[src/rtl/regfile_dump_if.sv]
// rtl/regfile_dump_if.sv - control, regfile read-port and output-stream bundle for regfile_dump
interface regfile_dump_if;
    logic        start;
    logic [4:0]  a1;
    logic [4:0]  a2;
    logic [31:0] rd1;
    logic [31:0] rd2;
    logic        out_valid;
    logic        out_ready;
    logic [5:0]  out_index;
    logic [31:0] out_data;
    logic        out_last;
    logic        busy;
    logic        done;

    modport master (
        input  start, rd1, rd2, out_ready,
        output a1, a2, out_valid, out_index, out_data, out_last, busy, done
    );

    modport slave (
        output start, rd1, rd2, out_ready,
        input  a1, a2, out_valid, out_index, out_data, out_last, busy, done
    );
endinterface

[src/rtl/regfile_dump.sv]
// rtl/regfile_dump.sv - walks the 32 RV32 registers two per access and streams them out; REGFILE_DUMP_CHECKSUM_EN adds an XOR checksum beat
module regfile_dump (
    input  logic          clk,
    input  logic          reset,
    regfile_dump_if.master bus
);

    typedef enum logic [2:0] {
        IDLE,
        ISSUE,
        CAPTURE,
        SEND_LO,
        SEND_HI,
`ifdef REGFILE_DUMP_CHECKSUM_EN
        CHECK,
`endif
        DONE
    } state_t;

    state_t      state;
    logic [3:0]  p;
    logic [3:0]  p_next;
    logic [31:0] buf_hi;
`ifdef REGFILE_DUMP_CHECKSUM_EN
    logic [31:0] acc;
`endif

    assign p_next = p + 4'd1;

    // Dump sequencer; out_data doubles as the low-register buffer since it is loaded in CAPTURE and held until its handshake.
    always_ff @(posedge clk or posedge reset) begin
        if (reset) begin
            state         <= IDLE;
            p             <= 4'd0;
            buf_hi        <= 32'd0;
`ifdef REGFILE_DUMP_CHECKSUM_EN
            acc           <= 32'd0;
`endif
            bus.a1        <= 5'd0;
            bus.a2        <= 5'd0;
            bus.out_valid <= 1'b0;
            bus.out_index <= 6'd0;
            bus.out_data  <= 32'd0;
            bus.out_last  <= 1'b0;
            bus.busy      <= 1'b0;
            bus.done      <= 1'b0;
        end else begin
            bus.done <= 1'b0;
            case (state)
                IDLE: begin
                    if (bus.start) begin
                        p        <= 4'd0;
`ifdef REGFILE_DUMP_CHECKSUM_EN
                        acc      <= 32'd0;
`endif
                        bus.a1   <= 5'd0;
                        bus.a2   <= 5'd1;
                        bus.busy <= 1'b1;
                        state    <= ISSUE;
                    end
                end
                ISSUE: begin
                    state <= CAPTURE;
                end
                CAPTURE: begin
                    bus.out_data  <= bus.rd1;
                    buf_hi        <= bus.rd2;
`ifdef REGFILE_DUMP_CHECKSUM_EN
                    acc           <= acc ^ bus.rd1 ^ bus.rd2;
`endif
                    bus.out_index <= {1'b0, p, 1'b0};
                    bus.out_last  <= 1'b0;
                    bus.out_valid <= 1'b1;
                    state         <= SEND_LO;
                end
                SEND_LO: begin
                    if (bus.out_ready) begin
                        bus.out_index <= {1'b0, p, 1'b1};
                        bus.out_data  <= buf_hi;
`ifdef REGFILE_DUMP_CHECKSUM_EN
                        bus.out_last  <= 1'b0;
`else
                        bus.out_last  <= (p == 4'd15);
`endif
                        state         <= SEND_HI;
                    end
                end
                SEND_HI: begin
                    if (bus.out_ready) begin
                        if (p == 4'd15) begin
`ifdef REGFILE_DUMP_CHECKSUM_EN
                            bus.out_index <= 6'd32;
                            bus.out_data  <= acc;
                            bus.out_last  <= 1'b1;
                            state         <= CHECK;
`else
                            bus.out_valid <= 1'b0;
                            bus.out_last  <= 1'b0;
                            bus.busy      <= 1'b0;
                            bus.done      <= 1'b1;
                            state         <= DONE;
`endif
                        end else begin
                            p             <= p_next;
                            bus.a1        <= {p_next, 1'b0};
                            bus.a2        <= {p_next, 1'b1};
                            bus.out_valid <= 1'b0;
                            state         <= ISSUE;
                        end
                    end
                end
`ifdef REGFILE_DUMP_CHECKSUM_EN
                CHECK: begin
                    if (bus.out_ready) begin
                        bus.out_valid <= 1'b0;
                        bus.out_last  <= 1'b0;
                        bus.busy      <= 1'b0;
                        bus.done      <= 1'b1;
                        state         <= DONE;
                    end
                end
`endif
                DONE: begin
                    state <= IDLE;
                end
                default: begin
                    state <= IDLE;
                end
            endcase
        end
    end

endmodule
[src/flat_wrapper.sv]
// flat-port wrapper written by rule: the top's interface ports become plain ports
module regfile_dump_flat 
  (clk, reset, bus_start, bus_rd1, bus_rd2, bus_out_ready, bus_a1, bus_a2, bus_out_valid, bus_out_index, bus_out_data, bus_out_last, bus_busy, bus_done);
  regfile_dump_if bus_i ();
  input  logic clk;
  input  logic reset;
  input wire logic [$bits(bus_i.start)-1:0] bus_start;
  input wire logic [$bits(bus_i.rd1)-1:0] bus_rd1;
  input wire logic [$bits(bus_i.rd2)-1:0] bus_rd2;
  input wire logic [$bits(bus_i.out_ready)-1:0] bus_out_ready;
  output wire logic [$bits(bus_i.a1)-1:0] bus_a1;
  output wire logic [$bits(bus_i.a2)-1:0] bus_a2;
  output wire logic [$bits(bus_i.out_valid)-1:0] bus_out_valid;
  output wire logic [$bits(bus_i.out_index)-1:0] bus_out_index;
  output wire logic [$bits(bus_i.out_data)-1:0] bus_out_data;
  output wire logic [$bits(bus_i.out_last)-1:0] bus_out_last;
  output wire logic [$bits(bus_i.busy)-1:0] bus_busy;
  output wire logic [$bits(bus_i.done)-1:0] bus_done;
  assign bus_i.start = bus_start;
  assign bus_i.rd1 = bus_rd1;
  assign bus_i.rd2 = bus_rd2;
  assign bus_i.out_ready = bus_out_ready;
  assign bus_a1 = bus_i.a1;
  assign bus_a2 = bus_i.a2;
  assign bus_out_valid = bus_i.out_valid;
  assign bus_out_index = bus_i.out_index;
  assign bus_out_data = bus_i.out_data;
  assign bus_out_last = bus_i.out_last;
  assign bus_busy = bus_i.busy;
  assign bus_done = bus_i.done;
  regfile_dump u_core (.clk(clk), .reset(reset), .bus(bus_i));
endmodule
[config.mk]
export PLATFORM = sky130hd
export DESIGN_NAME = regfile_dump_flat
export DESIGN_NICKNAME = d
export VERILOG_FILES = /design/src/rtl/regfile_dump_if.sv /design/src/rtl/regfile_dump.sv /design/src/flat_wrapper.sv
export SDC_FILE = /design/constraint.sdc
export NUM_CORES = 1
export LEC_CHECK = 0
export CAP_MARGIN = 10
export CORE_MARGIN = 2
export CORE_UTILIZATION = 35
export DETAILED_ROUTE_END_ITERATION = 8
export HOLD_SLACK_MARGIN = 0.15
export MAX_ROUTING_LAYER = met4
export PLACE_DENSITY = 0.72
export SLEW_MARGIN = 0
export SYNTH_ARGS = -nofsm -noshare
export SYNTH_HDL_FRONTEND = slang
export SYNTH_SLANG_ARGS = --single-unit
[constraint.sdc]
create_clock -name clk -period 2.9 [get_ports clk]
set_input_delay 0.29 -clock clk [delete_from_list [all_inputs] [get_ports clk]]
set_output_delay 0.29 -clock clk [all_outputs]
set_load 0.05 [all_outputs]
# Word level (Yosys, flattened, before mapping)
# Index checks and enable logic that the tools add are counted.
# totals
regBits,91
inputBits,68
out_inout_bits,52
elab_cells,65
# op_classes
add_sub_neg,1
eq_ne,10
mux,32
reduce_logical,11
# op_table
op,n
$pmux W32 S2,1
$mux W32,1
$mux W5,6
$pmux W5 S2,2
$pmux W3 S5,1
$mux W3,4
$mux W4,3
$pmux W6 S2,1
$reduce_and A4 Y1,3
$mux W1,8
$ne A2 B2 Y1 const B,4
$pmux W4 S2,1
$eq A3 B2 Y1 const B,2
$mux W6,1
$reduce_bool A2 Y1,3
$add A4 B1 Y4 const B,1
$eq A4 B4 Y1 const B,1
$pmux W1 S2,2
$reduce_and A2 Y1,2
$eq A3 B1 Y1 const B,1
$eq A3 B3 Y1 const B,1
$logic_not A3 Y1,1
$pmux W1 S3,1
$reduce_and A3 Y1,1
other kinds (2),2

# Depth between registers and ports, before layout
# logic_depth
ltp_word,4
depth_mapped,4
mapped_depth_nobuf,4

# Worst setup path after synthesis
# No wires, ideal clock.
# synth_timing
path_type,flip-flop to flip-flop
startpoint,"register, netlist name u_core.bus.a2[1]"
endpoint,register u_core.bus.a2[1]
t_arrival_ns,1.628
required_ns,2.774
slack_ns,1.146
path_stages_with_launch,5
synth_period_minus_slack_ns,1.754
cell_sequence,dfrtp_1 -> ha_1 -> nand3_1 -> and2_1 -> a221o_1
# synth_lines
element,line_no,rtl
to (signal assigned),regfile_dump.sv:106,"bus.a2 <= {p_next, 1'b1};"
to (decl),regfile_dump_if.sv:18,"output a1, a2, out_valid, out_index, out_data, out_last, busy, done"

# Final worst setup path
# layout_timing
startpoint,register u_core.state[2]
endpoint,register u_core.bus.out_data[29]
# layout_via
elab_chain_len,3
word_cells_on_any_way,6
# layout_rtl
element,line_no,rtl
from (decl),regfile_dump.sv:20,state_t state;
from (signal assigned),regfile_dump.sv:33,state <= IDLE;
from (signal assigned),regfile_dump.sv:59,state <= ISSUE;
from (signal assigned),regfile_dump.sv:63,state <= CAPTURE;
$eq A3 B2 Y1,regfile_dump.sv:49,case (state)
$ne A2 B2 Y1 (no source line) or $reduce_bool A2 Y1 (tied branches),n/a,
$reduce_and A2 Y1 (no source line),n/a,
to (signal assigned),regfile_dump.sv:66,bus.out_data <= bus.rd1;
to (signal assigned),regfile_dump.sv:79,bus.out_data <= buf_hi;
to (decl),regfile_dump_if.sv:18,
# Parallel ways exist; a longest one is shown, timed or not.
# A chain may end at the register's enable or synchronous reset.

==> flow_summary.ini <==
[run_status]
status = completed

[detailed_routing]
via_count = 2401
dr.pass1.iters = 5
wl_per_cell_um = 15.45
drc = 0
drt-total-wl_um = 7849
drtIter0Drc = 54
antenna_left = 0
avgViaCountPerCell = 4.726

[timing]
fmax_ghz = 0.4739
finalHoldViolCount = 0
setup_tns_ps = 0
finClkSkew_ps = 13.64
grt_setup_unrepaired = no
finalCritPeriodShare = 0.7276
slew_violations = 0
worst_pin_slew_ps = 591.0
period_minus_slack_ps = 2110
relSlewSlack = 0.6055
setup_viol = 0

[finish]
finalNetCount = 436
drive_gt1_frac = 0.3360
fillCellCount = 920
area_growth_pct = 39.38
multiInputGateArea_um2 = 1577
post-route-util = 0.5052
n_antenna_cell = 0
regArea_um2 = 2027
final_common_cell = clkdlybuf4s50_1
layout_common_cells = clkdlybuf4s50_1 (117), dfrtp_1 (81), mux2_2 (72), mux2_4 (29), clkbuf_8 (9)

[worst_setup_path]
slowest_delay_ps = 560
cp_slowest_cell = dfrtp_1
cpMostUsedCell = mux2_2
rrSetupSlack_ps = 790
path_cells = nand3b_4 > buf_4 > mux2_2 > mux2_2
worstSetupEndpointType = flip-flop
crit_arrival_ps = 2330
path_class = reg -> reg
critical_path_peak_fanout = 23
worstPathRequired_ps = 3120
crit_path_start_kind = flip-flop

[logic_synthesis]
ys_seq_area_frac = 0.5393
synth_edf_count = 0
synth_cells = 251
ys.flop_type = dfrtp_1
yosysWarnings = 0
async_flop_share = 1.000
synth.cell_area_um2 = 3759
synth_top_area_share = 0.5393
avgSynthCellArea_um2 = 14.97
synthTopCellsByArea = dfrtp_1 (54%), mux2_2 (22%), mux2_4 (12%), buf_4 (1.8%), buf_6 (1.8%)
ys_ff_latch = 81
synth_top_cell_by_area = dfrtp_1
synth_cell_types = 37

[flow_run]
drv_cap = 0

[clocking]
cts_tree = built
cts_num_sinks = 81
post_cts_buffers = 0
clockBufferDepth = 2
cts_root_buf = clkbuf_8
clk-insertion-delay-late_ps = 340
htree_levels = 3
clk_pin_slew_ps = 90
numCtsBuffers = 9
ctsHoldBuffers = 0
cts-resized-gates = 0

[die]
dieHeight_um = 107.6
start_util = 0.3625
rows = 37
core_um2 = 10370
io_pins = 120
fp.dieW_um = 107.6
dieArea_um2 = 11580

[grt]
globalRouteOverflowTotal = 0
grt_max_degree = 50
grt_pass1_wl_um = 12460
grt_pass1_vias = 2513
antenna_found_initial = 0
grt.total_usage = 0.1423

[power_and_ir_drop]
vdd_ir_drop_max_v = 0.0004833
p_int_mw = 3.844
switching_power_mw = 2.588
swShare = 0.4024
power.density_nw_per_um2 = 1228
pwr-share-comb = 0.548
p_leak_nw = 2.217
seq_power_share = 0.314
clkPwrFrac = 0.138

[place]
gp_congestion = 0.7967
io_buffers = 117
hpwl_um = 5502

[hold_path]
hp-class = in -> async
-- layer usage --
metal,GRT usage,share of wire,vias to the layer above,wire length [um]
met5,-,0,-,0
met4,0.04396,0.0098,0,77
met3,0.02845,0.051,10,399
met2,0.2282,0.49,70,3884
met1,0.1827,0.44,1195,3487
li1,-,-,1126,-
-- worst max-delay path: cells and delay by family, from the launching register on --
| kind | cells | cell delay [ps] |
|---|---|---|
| multiplexers | 2 | 650 |
| buffers and inverters | 1 | 440 |
| AND/OR/NAND/NOR | 1 | 350 |
| flip-flops | 1 | 560 |
-- Yosys cell counts (2+ instances only) --
library cell  instances
mux2_4               29
nand2b_1              3
o21ai_0               5
nand2_1               3
buf_6                 6
buf_4                 9
o22ai_1               2
nand3_1               2
inv_1                 3
mux2_2               72
dfrtp_1              81
nor4b_1               2
a21oi_1               4
buf_2                 2
nor2_1                4
nor2b_1               2
clkbuf_1              2
-- cell type report --
type,instances,share of cell area
clock buffer,11,0.02508
multi-input combinational,149,0.3009
timing repair buffer,123,0.2369
sequential,81,0.3869
inverter,3,0.002388
tap,136,0.03248
clock inverter,5,0.01529
-- power groups by stage --
stage	Clock, mW	Sequential (mW)	Combinational, mW
after floorplan	0	2.90	1.79
after global placement	0	2.02	3.52
after detailed placement	0	2.04	3.57
after CTS	0.913	2.03	3.58
after global routing	0.960	2.10	3.72
final	0.885	2.02	3.52
-- registers in the layout, indices dropped and copies added (netlist names) --
register              count
u_core.bus.out_valid      1
u_core.bus.done           1
u_core.bus.a2             4
u_core.buf_hi            32
u_core.bus.a1             1
u_core.bus.out_data      32
u_core.bus.out_last       1
u_core.state              3
u_core.bus.busy           1
u_core.bus.out_index      5
-- worst paths after layout --
kind | cells after the start | start | endpoint
max in group asynchronous | 3 | reset | u_core.bus.out_data[24]$_DFFE_PP0P_
setup reg to reg | 4 | u_core.state[2]$_DFFE_PP0P_ | u_core.bus.out_data[29]$_DFFE_PP0P_
hold reg to reg | 1 | u_core.bus.a2[0]$_DFFE_PP0P_ | u_core.bus.a2[0]$_DFFE_PP0P_
min in group clk | 1 | u_core.bus.a2[0]$_DFFE_PP0P_ | u_core.bus.a2[0]$_DFFE_PP0P_
setup / recovery | 4 | u_core.state[2]$_DFFE_PP0P_ | u_core.bus.out_data[29]$_DFFE_PP0P_
hold / removal | 2 | reset | u_core.buf_hi[22]$_DFFE_PP0P_
-- stage by stage --
step	instances	total power [mW]	area [um^2]	setup slack [ps]	hold WS (ps)
2_1_floorplan	252	4.685	3762	529.9	441.6
3_3_place_gp	492	5.548	5027	821.3	462.5
3_5_place_dp	492	5.614	5027	789.9	463.9
4_1_cts	508	6.516	5239	789.4	318.6
5_1_grt	508	6.776	5239	689.8	353.6
6_report	508	6.432	5239	790.1	312.8
-- cells by family (layout without fill, tap and decap cells) --
kind of cell,Yosys count,after routing,synth area share
other,1,2,0.0009977
buffers and inverters,22,142,0.04361
DFF,81,81,0.5393
adders and majority gates,1,1,0.003328
and+or+nand+nor,24,24,0.04095
muxes,102,102,0.3342
AOI/OAI and AO/OA,20,20,0.03762
(Power assumes the default switching activity.)
